## src/rtl/spi_pkg.sv

```systemverilog
// Shared types and helpers for the SPI register-access master.
package spi_pkg;

    // Frame sequencer states, in the order a frame walks through them.
    typedef enum logic [2:0] {
        ST_IDLE,
        ST_SETUP,
        ST_HEADER,
        ST_DATA,
        ST_HOLD,
        ST_DONE
    } state_t;

    // Command direction encoding on i_rw.
    localparam logic RW_READ  = 1'b1;
    localparam logic RW_WRITE = 1'b0;

    // Number of serial bits in one frame: R/W bit, address, then all data words.
    function automatic int frame_bits(input int addr_w, input int data_w, input int words);
        return 1 + addr_w + words * data_w;
    endfunction

endpackage

```

## src/rtl/spi_bit_timer.sv

```systemverilog
// Bit-period divider: generates the serial clock and the per-bit strobes
// while enabled; counter and SCK are parked at zero when disabled.
module spi_bit_timer #(
    parameter int CLKS_PER_BIT = 30
) (
    input  logic i_clock,
    input  logic i_resetN,
    input  logic en,
    output logic sck,
    output logic sample_strobe,
    output logic pre_end,
    output logic bit_end
);

    localparam int CNT_W = $clog2(CLKS_PER_BIT);

    logic [CNT_W-1:0] cnt_reg;

    // Count through one bit period; SCK is low for the first half, high for the second.
    always_ff @(posedge i_clock or negedge i_resetN) begin
        if (!i_resetN) begin
            cnt_reg <= '0;
            sck     <= 1'b0;
        end else if (!en) begin
            cnt_reg <= '0;
            sck     <= 1'b0;
        end else begin
            if (cnt_reg == CNT_W'(CLKS_PER_BIT - 1)) begin
                cnt_reg <= '0;
                sck     <= 1'b0;
            end else begin
                cnt_reg <= cnt_reg + 1'b1;
                if (cnt_reg == CNT_W'(CLKS_PER_BIT / 2 - 1)) begin
                    sck <= 1'b1;
                end
            end
        end
    end

    assign sample_strobe = en && (cnt_reg == CNT_W'(CLKS_PER_BIT / 2));
    assign pre_end       = en && (cnt_reg == CNT_W'(CLKS_PER_BIT - 2));
    assign bit_end       = en && (cnt_reg == CNT_W'(CLKS_PER_BIT - 1));

endmodule

```

## src/rtl/spi_reg_master.sv

```systemverilog
// SPI register-access master: one frame = R/W bit, address, data word(s).
// Optional multi-word bursts are compiled in with the SPI_BURST_EN macro.
module spi_reg_master
    import spi_pkg::*;
#(
    parameter int   ADDR_W       = 7,
    parameter int   DATA_W       = 8,
    parameter int   CLKS_PER_BIT = 30,
    parameter int   CS_GUARD     = 2,
    parameter logic READ_BIT     = 1'b1,
    parameter int   LEN_W        = 4
) (
    input  logic              i_clock,
    input  logic              i_resetN,
    input  logic              i_start,
    input  logic              i_rw,
    input  logic [ADDR_W-1:0] i_addr,
    input  logic [LEN_W-1:0]  i_len,
    input  logic [DATA_W-1:0] i_wdata,
    output logic              o_wnext,
    output logic [DATA_W-1:0] o_rdata,
    output logic              o_rvalid,
    output logic              o_busy,
    output logic              o_done,
    output logic              o_sen,
    output logic              o_sck,
    output logic              o_sdat,
    input  logic              i_sout
);

    localparam int IDX_MAX = (ADDR_W > DATA_W - 1) ? ADDR_W : DATA_W - 1;
    localparam int IDX_W   = $clog2(IDX_MAX + 1);
    localparam int GUARD_W = (CS_GUARD > 1) ? $clog2(CS_GUARD) : 1;

    state_t              state_reg;
    logic                read_reg;
    logic [ADDR_W:0]     hdr_reg;
    logic [DATA_W-1:0]   wdata_reg;
    logic [DATA_W-1:0]   rx_reg;
    logic [DATA_W-1:0]   rdata_reg;
    logic [IDX_W-1:0]    bit_idx_reg;
    logic [GUARD_W-1:0]  guard_reg;
    logic                sen_reg;
    logic                sdat_reg;
    logic                busy_reg;
    logic                done_reg;
    logic                rvalid_reg;
    logic                last_word;

    logic timer_en;
    logic sample_strobe;
    logic pre_end;
    logic bit_end;

    assign timer_en = (state_reg == ST_HEADER) || (state_reg == ST_DATA);

    spi_bit_timer #(
        .CLKS_PER_BIT(CLKS_PER_BIT)
    ) u_timer (
        .i_clock      (i_clock),
        .i_resetN     (i_resetN),
        .en           (timer_en),
        .sck          (o_sck),
        .sample_strobe(sample_strobe),
        .pre_end      (pre_end),
        .bit_end      (bit_end)
    );

`ifdef SPI_BURST_EN
    logic [LEN_W-1:0] word_cnt_reg;
    logic             wnext_reg;

    assign last_word = (word_cnt_reg == '0);
    assign o_wnext   = wnext_reg;

    // Burst bookkeeping: words remaining and the request for the next write word.
    // The source sees o_wnext during the last cycle of a word and must present the
    // following word on i_wdata in that same cycle; it is captured at the bit boundary.
    always_ff @(posedge i_clock or negedge i_resetN) begin
        if (!i_resetN) begin
            word_cnt_reg <= '0;
            wnext_reg    <= 1'b0;
        end else begin
            wnext_reg <= pre_end && (state_reg == ST_DATA) && (bit_idx_reg == '0)
                         && !read_reg && (word_cnt_reg != '0);
            if (state_reg == ST_IDLE && i_start) begin
                word_cnt_reg <= i_len;
            end else if (state_reg == ST_DATA && bit_end && bit_idx_reg == '0 && !last_word) begin
                word_cnt_reg <= word_cnt_reg - 1'b1;
            end
        end
    end
`else
    logic unused_burst;
    assign unused_burst = ^{i_len, pre_end};
    assign last_word    = 1'b1;
    assign o_wnext      = 1'b0;
`endif

    // Frame sequencer: chip-select guard, header shift, data shift/capture, closing guard.
    always_ff @(posedge i_clock or negedge i_resetN) begin
        if (!i_resetN) begin
            state_reg   <= ST_IDLE;
            read_reg    <= 1'b0;
            hdr_reg     <= '0;
            wdata_reg   <= '0;
            rx_reg      <= '0;
            rdata_reg   <= '0;
            bit_idx_reg <= '0;
            guard_reg   <= '0;
            sen_reg     <= 1'b1;
            sdat_reg    <= 1'b0;
            busy_reg    <= 1'b0;
            done_reg    <= 1'b0;
            rvalid_reg  <= 1'b0;
        end else begin
            done_reg   <= 1'b0;
            rvalid_reg <= 1'b0;
            if (state_reg == ST_DATA && read_reg && sample_strobe) begin
                rx_reg <= {rx_reg[DATA_W-2:0], i_sout};
            end
            case (state_reg)
                ST_IDLE: begin
                    if (i_start) begin
                        read_reg  <= (i_rw == RW_READ);
                        hdr_reg   <= {(i_rw == RW_READ) ? READ_BIT : ~READ_BIT, i_addr};
                        wdata_reg <= i_wdata;
                        guard_reg <= GUARD_W'(CS_GUARD - 1);
                        sen_reg   <= 1'b0;
                        busy_reg  <= 1'b1;
                        state_reg <= ST_SETUP;
                    end
                end
                ST_SETUP: begin
                    if (guard_reg == '0) begin
                        state_reg   <= ST_HEADER;
                        bit_idx_reg <= IDX_W'(ADDR_W);
                        sdat_reg    <= hdr_reg[ADDR_W];
                        hdr_reg     <= {hdr_reg[ADDR_W-1:0], 1'b0};
                    end else begin
                        guard_reg <= guard_reg - 1'b1;
                    end
                end
                ST_HEADER: begin
                    if (bit_end) begin
                        if (bit_idx_reg == '0) begin
                            state_reg   <= ST_DATA;
                            bit_idx_reg <= IDX_W'(DATA_W - 1);
                            sdat_reg    <= read_reg ? 1'b0 : wdata_reg[DATA_W-1];
                            wdata_reg   <= {wdata_reg[DATA_W-2:0], 1'b0};
                        end else begin
                            bit_idx_reg <= bit_idx_reg - 1'b1;
                            sdat_reg    <= hdr_reg[ADDR_W];
                            hdr_reg     <= {hdr_reg[ADDR_W-1:0], 1'b0};
                        end
                    end
                end
                ST_DATA: begin
                    if (bit_end) begin
                        if (bit_idx_reg == '0) begin
                            if (read_reg) begin
                                rdata_reg  <= rx_reg;
                                rvalid_reg <= 1'b1;
                            end
                            if (last_word) begin
                                state_reg <= ST_HOLD;
                                guard_reg <= GUARD_W'(CS_GUARD - 1);
                                sdat_reg  <= 1'b0;
                            end else begin
                                bit_idx_reg <= IDX_W'(DATA_W - 1);
                                sdat_reg    <= read_reg ? 1'b0 : i_wdata[DATA_W-1];
                                wdata_reg   <= {i_wdata[DATA_W-2:0], 1'b0};
                            end
                        end else begin
                            bit_idx_reg <= bit_idx_reg - 1'b1;
                            sdat_reg    <= read_reg ? 1'b0 : wdata_reg[DATA_W-1];
                            wdata_reg   <= {wdata_reg[DATA_W-2:0], 1'b0};
                        end
                    end
                end
                ST_HOLD: begin
                    if (guard_reg == '0) begin
                        state_reg <= ST_DONE;
                        sen_reg   <= 1'b1;
                        done_reg  <= 1'b1;
                    end else begin
                        guard_reg <= guard_reg - 1'b1;
                    end
                end
                ST_DONE: begin
                    state_reg <= ST_IDLE;
                    busy_reg  <= 1'b0;
                end
                default: state_reg <= ST_IDLE;
            endcase
        end
    end

    assign o_rdata  = rdata_reg;
    assign o_rvalid = rvalid_reg;
    assign o_busy   = busy_reg;
    assign o_done   = done_reg;
    assign o_sen    = sen_reg;
    assign o_sdat   = sdat_reg;

endmodule

```

## config.mk

```make
export PLATFORM = sky130hd
export DESIGN_NAME = spi_reg_master
export DESIGN_NICKNAME = d
export VERILOG_FILES = /design/src/rtl/spi_pkg.sv /design/src/rtl/spi_bit_timer.sv /design/src/rtl/spi_reg_master.sv
export SDC_FILE = /design/constraint.sdc
export NUM_CORES = 1
export LEC_CHECK = 0
export ABC_AREA = 1
export CAP_MARGIN = 20
export CORE_ASPECT_RATIO = 0.7
export CORE_UTILIZATION = 40
export CTS_BUF_LIST = sky130_fd_sc_hd__clkbuf_8
export CTS_CLUSTER_SIZE = 8
export DETAILED_ROUTE_END_ITERATION = 12
export DONT_BUFFER_PORTS = 1
export PLACE_DENSITY = 0.55
export SLEW_MARGIN = 20
export SYNTH_ARGS = -nofsm -noshare
export SYNTH_HDL_FRONTEND = slang
export SYNTH_SLANG_ARGS = --single-unit
```

## constraint.sdc

```tcl
create_clock -name i_clock -period 2.8 [get_ports i_clock]
set_input_delay 0.56 -clock i_clock [delete_from_list [all_inputs] [get_ports i_clock]]
set_output_delay 0.56 -clock i_clock [all_outputs]
set_load 0.01 [all_outputs]
```

Yosys cells after proc, flatten, opt, wreduce, memory -nomap -nowiden
Cells that the tools add are included.
{ "word_totals": {"register_bits": 51, "output_inout_bits": 15, "word_cells": 113, "inputBits": 24} }
{ "op_classes": {"n_mux": 53, "eq_ne": 18, "reduce_logical": 24, "addsub": 3} }
{ "op_table": {"columns": ["operator", "count"], "rows": [
  ["$mux 8", 9],
  ["$pmux 8 s3", 2],
  ["$mux 3", 12],
  ["$mux 1", 22],
  ["$pmux 3 s5", 1],
  ["$ne 2x2->1 const B", 7],
  ["$reduce_and 4->1", 3],
  ["$reduce_bool 3->1", 4],
  ["$eq 5x4->1 const B", 2],
  ["$mux 5", 2],
  ["$reduce_and 5->1", 2],
  ["$pmux 3 s3", 1],
  ["$reduce_and 7->1", 1],
  ["$eq 3x2->1 const B", 2],
  ["$eq 3x3->1 const B", 2],
  ["$logic_not 3->1", 2],
  ["$pmux 1 s3", 2],
  ["$reduce_and 6->1", 1],
  ["$add 5x1->5 const B", 1],
  ["$eq 5x5->1 const B", 1],
  ["$logic_and 1x1->1", 4],
  ["$ne 2x1->1 const B", 2],
  ["$pmux 1 s2", 2],
  ["$reduce_and 2->1", 2],
  ["8 further kinds", 9]
]} }

Longest topological paths before layout
{ "depth": {"ltp_word": 5, "depth_mapped": 10} }

Hierarchy
Synthesis repeated with hierarchy kept, for this count alone.
{ "hier_totals": {"cells_unflattened": 343, "area_unflattened_um2": 2768.9} }
{ "by_module_without_submodules": {"columns": ["module", "area_each_um2", "cells_each", "seq_area_each_um2", "instances"], "rows": [
  ["spi_reg_master", 2428.6, 302, 1127.3, 1],
  ["spi_bit_timer", 340.3, 41, 150.1, 1]
]} }

Least setup slack after synthesis
No wires, ideal clock.
{ "synth_timing": {"kind": "flip-flop to flip-flop", "startpoint": "reg bit_idx_reg[0]", "endpoint": "reg rdata_reg[6] (netlist: o_rdata[6])", "setup_time_ps": 118, "path_slack_ps": 1251, "stages_incl_launch_ff": 11, "t_arrival_ps": 1432, "period_less_slack_ps": 1549, "cell_sequence": "dfrtp_1 inv_1 ha_1 inv_1 nor2_1 nand2_2 clkinv_4 nand3_4 buf_6 nand2_1 o21ai_2"} }
{ "synth_between": {"elab_chain_len": 2} }
{ "synth_rtl": {"columns": ["item", "line_no", "source"], "rows": [
  ["from (decl)", "spi_reg_master.sv:41", "logic [IDX_W-1:0] bit_idx_reg;"],
  ["from (signal assigned)", "spi_reg_master.sv:137", "bit_idx_reg <= IDX_W'(ADDR_W);"],
  ["from (signal assigned)", "spi_reg_master.sv:148", "bit_idx_reg <= IDX_W'(DATA_W - 1);"],
  ["from (signal assigned)", "spi_reg_master.sv:152", "bit_idx_reg <= bit_idx_reg - 1'b1;"],
  ["$logic_not 3->1", "spi_reg_master.sv:160", "if (bit_idx_reg == '0) begin"],
  ["$reduce_and 4->1 (no source line)", null, null],
  ["to (signal assigned)", "spi_reg_master.sv:162", "rdata_reg <= rx_reg;"],
  ["to (decl)", "spi_reg_master.sv:40", "logic [DATA_W-1:0] rdata_reg;"]
]} }
No other way between the ends.
A chain may end at the register's enable or synchronous reset.

Final worst setup path
{ "layout_timing": {"startpoint": "reg state_reg[2]", "endpoint": "reg wdata_reg[2]"} }
{ "layout_between": {"elab_chain_len": 5, "word_cells_on_any_way": 13, "cone_classes": "7 x eq/ne; 1 x mux; 5 x reduce/logical"} }
{ "layout_rtl": {"columns": ["item", "line_no", "source"], "rows": [
  ["from (decl)", "spi_reg_master.sv:35", "state_t state_reg;"],
  ["from (signal assigned)", "spi_reg_master.sv:103", "state_reg <= ST_IDLE;"],
  ["from (signal assigned)", "spi_reg_master.sv:131", "state_reg <= ST_SETUP;"],
  ["from (signal assigned)", "spi_reg_master.sv:136", "state_reg <= ST_HEADER;"],
  ["$eq 3x2->1", "spi_reg_master.sv:55, spi_reg_master.sv:122", null],
  ["$logic_or 1x1->1", "spi_reg_master.sv:55", "assign timer_en = (state_reg == ST_HEADER) || (state_reg == ST_DATA);"],
  ["$logic_and 1x1->1", "spi_bit_timer.sv:42", "assign bit_end = en && (cnt_reg == CNT_W'(CLKS_PER_BIT - 1));"],
  ["$ne 2x2->1 (no source line)", null, null],
  ["$reduce_and 6->1 (no source line)", null, null],
  ["to (signal assigned)", "spi_reg_master.sv:127", "wdata_reg <= i_wdata;"],
  ["to (signal assigned)", "spi_reg_master.sv:150", "wdata_reg <= {wdata_reg[DATA_W-2:0], 1'b0};"],
  ["to (signal assigned)", "spi_reg_master.sv:172", "wdata_reg <= {i_wdata[DATA_W-2:0], 1'b0};"],
  ["to (decl)", "spi_reg_master.sv:38", "logic [DATA_W-1:0] wdata_reg;"]
]} }
Parallel ways exist; a longest one is shown, timed or not.

==> reports/results.txt <==
The tools report the synthesis warning total as 0. Wire length of the first global-routing pass: 9050 um. Data arrives at the worst endpoint at 2.24 ns.

The clock latency on the worst-skew pair is 0.31 ns, and the placed instance area is 2750 sq um. Counting the fill cells in the layout gives 657. The fraction of the cycle the final worst path needs was 0.730; the worst path required time was 3.00 ns.

The worst clock skew on the final layout came out at 0.0124 ns. The register bit total from synthesis came out at 51. The buffer type at the clock tree root was sky130_fd_sc_hd__clkbuf_8.

Worst setup timing slack at the placement stage: 0.781 ns. Share of cells above drive strength 1: 0.112. The cell area after synthesis was 2710 sq um. The logs give 0.472 for the part of the Yosys area used for sequential elements and 5 for the CTS buffer count. The most numerous cell type found on the critical path is sky130_fd_sc_hd__nand2_1.

The run gives 1932 as the via count of the first global-routing pass. TritonCTS built the clock tree. The total number of nets in the final design is 368. The startpoint of the most critical setup path was state_reg[2]. The H-tree was split into 2 levels. After floorplanning, the core was divided into 24 placement rows.

After detailed routing, the number of vias per cell comes to 4.80. Dividing total power by cell area gives a power density of 1120 nW/um^2. The critical path goes through inv_2 -> nand2_1 -> nor2_4 -> nor2_4 -> nand2_2 -> nand2_1 -> nand2_1. The run gives 0.425 as the effective utilization at floorplan. The flow ran to the end, and the final reports show no timing, DRC or antenna violations.

Across the run, the number of max-cap violations was 0. The per-cell routed wire length was 12.4 um. The tools report the net count after synthesis as 368.

The run gives 0 as the number of failing hold endpoints at the final stage. The path type of the worst setup path is flop to flop. Overall power consumption: 3.21 mW.

For this design, the slowest cell found on the critical path is sky130_fd_sc_hd__dfrtp_1. The tools report the post-cts resize count as 0. The relative slew slack came out at 0.661.

The number of optimization iterations in the first detailed-route pass is 4. The final design area excluding fillers was 2870 sq um. In this run the critical register-to-register path is launched from state_reg[2].

For this block, the initial DRC count from the detailed router was 101. VDD sags by at most 0.000552 V. Setup repair after global routing left no endpoint under its margin. The number of max-slew violations in the final report was 0. The post-synthesis cell type count was 31; the total negative setup slack was 0 ns. The logs give 39 for the number of I/O pins and 5310 um for the aggregate routed wire length. The biggest cell delay along the critical path is 0.67 ns. Die span in x: 100 um. The number of instances in the synthesized netlist was 338. Clock transition at the registers of the reported paths: 0.10 ns. Each instance of the synthesized netlist takes up on average 8.01 sq um. The post-layout minimum cycle time is 2.04 ns.

For this design, the sink count on the clock tree is 51. Along the worst path, the maximum fanout reaches 12. From synthesis to final layout, the design area changed by 5.91%. For this run, the top clock speed supported by timing is 489 MHz. Maximum buffer depth of the clock tree: 2. The core region is 6370 sq um.

The measured slew at the worst slew-check pin is 0.508 ns. The die covers 7110 sq um. Number of antenna violations at the first check in global routing: 0. Routability-driven placement finished with a final weighted congestion of 0.771. For the setup slack of the critical path after layout, the log shows 0.756 ns. The tools report the type of element capturing the critical path as a flop.

Once detail routing completed, the nets flagged for antenna violations numbered 0. The type of the tightest min-delay check is primary input to async pin. Entering global routing, the biggest net connects 51 pins.

The total global-route track usage came out at 0.164. In this run the tool buffered the top-level ports with 0 buffer cells. Setup violations remaining at the end of the flow were counted as 0. The final route contains 2062 vias. The diode insertion count for antenna repair was 0; the vertical extent of the die was 70.8 um. The leakage power was 1.47 nW; the remaining global-route overflow was 0. For this run, design rule violations remaining after detail routing come to 0.

The tools report the post-route core utilization as 0.450. The tools report the total half-perimeter wirelength after legalization and detailed placement as 3580 um. Startpoint type of the worst setup path: a flop.
## final timing paths
check	end	slack [ns]	cells after the start
setup / recovery	wdata_reg[2]	0.76	7
hold / removal	o_sen	0.08	0
setup reg to reg	wdata_reg[2]	0.76	7
hold reg to reg	wdata_reg[3]	0.48	2
max in group asynchronous	wdata_reg[0]	2.47	1
min in group i_clock	read_reg	0.40	2
## power by group
part,switching [mW],internal (mW)
combinational,1.09,0.511
clock,0.270,0.185
sequential,0.206,0.950
total,1.57,1.65
## cell type report
type / count / area (sq um) / share of cell area
clock buffer: 5 / 68.8 / 0.0240
multi-input combinational: 247 / 1230 / 0.428
inverter: 32 / 125 / 0.0436
clock inverter: 3 / 26.3 / 0.00916
sequential: 51 / 1280 / 0.445
tap: 91 / 114 / 0.0397
timing repair buffer: 1 / 27.5 / 0.00960
## metrics by stage
stage / cells / hold slack [ns]
after floorplan: 338 / 0.264
after global placement: 421 / 0.266
after detailed placement: 421 / 0.266
after CTS: 430 / 0.0730
after global routing: 430 / 0.0629
final: 430 / 0.0827
## worst max-delay path: cells and delay by family (launching register included)
kind / cells / cell delay, ns
buf+inv: 1 / 0.16
flops: 1 / 0.67
simple gates: 6 / 1.11
## layer usage
layer | vias up | track usage | wire [um] | part of all wire
met1 | 956 | 0.250 | 2880 | 0.54
met3 | 5 | 0.0415 | 222 | 0.042
li1 | 1059 | - | - | -
met2 | 42 | 0.228 | 2160 | 0.41
met5 | - | 0 | 0 | 0
met4 | 0 | 0.0483 | 45 | 0.0085
## cells in the final DEF (no fill, tap or decap), drive strengths merged, types with 2 or more instances in the layout
cell type and count:
clkbuf 5, o21ai 22, nand3b 3, inv 33, dfrtp 50, ha 6, nand3 37, clkinv 2
a21oi 4, nand2 138, nor2 30
## Yosys cell counts
cell type,n,area (sq um)
sky130_fd_sc_hd__a21oi_1,4,20.0
sky130_fd_sc_hd__a41oi_1,1,8.76
sky130_fd_sc_hd__buf_2,1,5.00
sky130_fd_sc_hd__buf_4,2,15.0
sky130_fd_sc_hd__buf_6,5,56.3
sky130_fd_sc_hd__clkinv_4,1,8.76
sky130_fd_sc_hd__conb_1,1,3.75
sky130_fd_sc_hd__dfrtp_1,50,1250
sky130_fd_sc_hd__dfstp_2,1,26.3
sky130_fd_sc_hd__ha_1,6,75.1
sky130_fd_sc_hd__inv_1,29,109
sky130_fd_sc_hd__inv_2,2,7.51
sky130_fd_sc_hd__nand2_1,133,499
sky130_fd_sc_hd__nand2_2,3,18.8
sky130_fd_sc_hd__nand2_4,2,22.5
sky130_fd_sc_hd__nand3_1,35,175
sky130_fd_sc_hd__nand3_2,1,10.0
sky130_fd_sc_hd__nand3_4,1,17.5
sky130_fd_sc_hd__nand3b_1,3,22.5
sky130_fd_sc_hd__nand4_1,1,6.26
sky130_fd_sc_hd__nor2_1,22,82.6
sky130_fd_sc_hd__nor2_2,2,12.5
sky130_fd_sc_hd__nor2_4,5,56.3
sky130_fd_sc_hd__nor2_8,1,20.0
sky130_fd_sc_hd__nor3_2,1,10.0
sky130_fd_sc_hd__nor4_1,1,6.26
sky130_fd_sc_hd__o21ai_0,12,60.1
sky130_fd_sc_hd__o21ai_1,1,5.00
sky130_fd_sc_hd__o21ai_2,9,78.8
sky130_fd_sc_hd__xnor2_1,1,8.76
sky130_fd_sc_hd__xor2_1,1,8.76
## kinds of logic (layout without fill, tap and decap cells)
logic type,Yosys count,in the layout,share of synthesized area
other,1,1,0.00138
flip-flops,51,51,0.472
AND/OR/NAND/NOR,211,211,0.354
adder cells (fa/ha/maj),6,6,0.0277
XOR/XNOR,2,2,0.00647
AO/OA/AOI/OAI,27,27,0.0638
buffers and inverters,40,41,0.0744
## what timing repair did
item | in CTS | in global routing
hold buffers | 1 | 0
endpoints found under the hold margin | 50 | 0
setup buffers | 0 | 0
No activity file was read; power rests on OpenSTA's default activity.
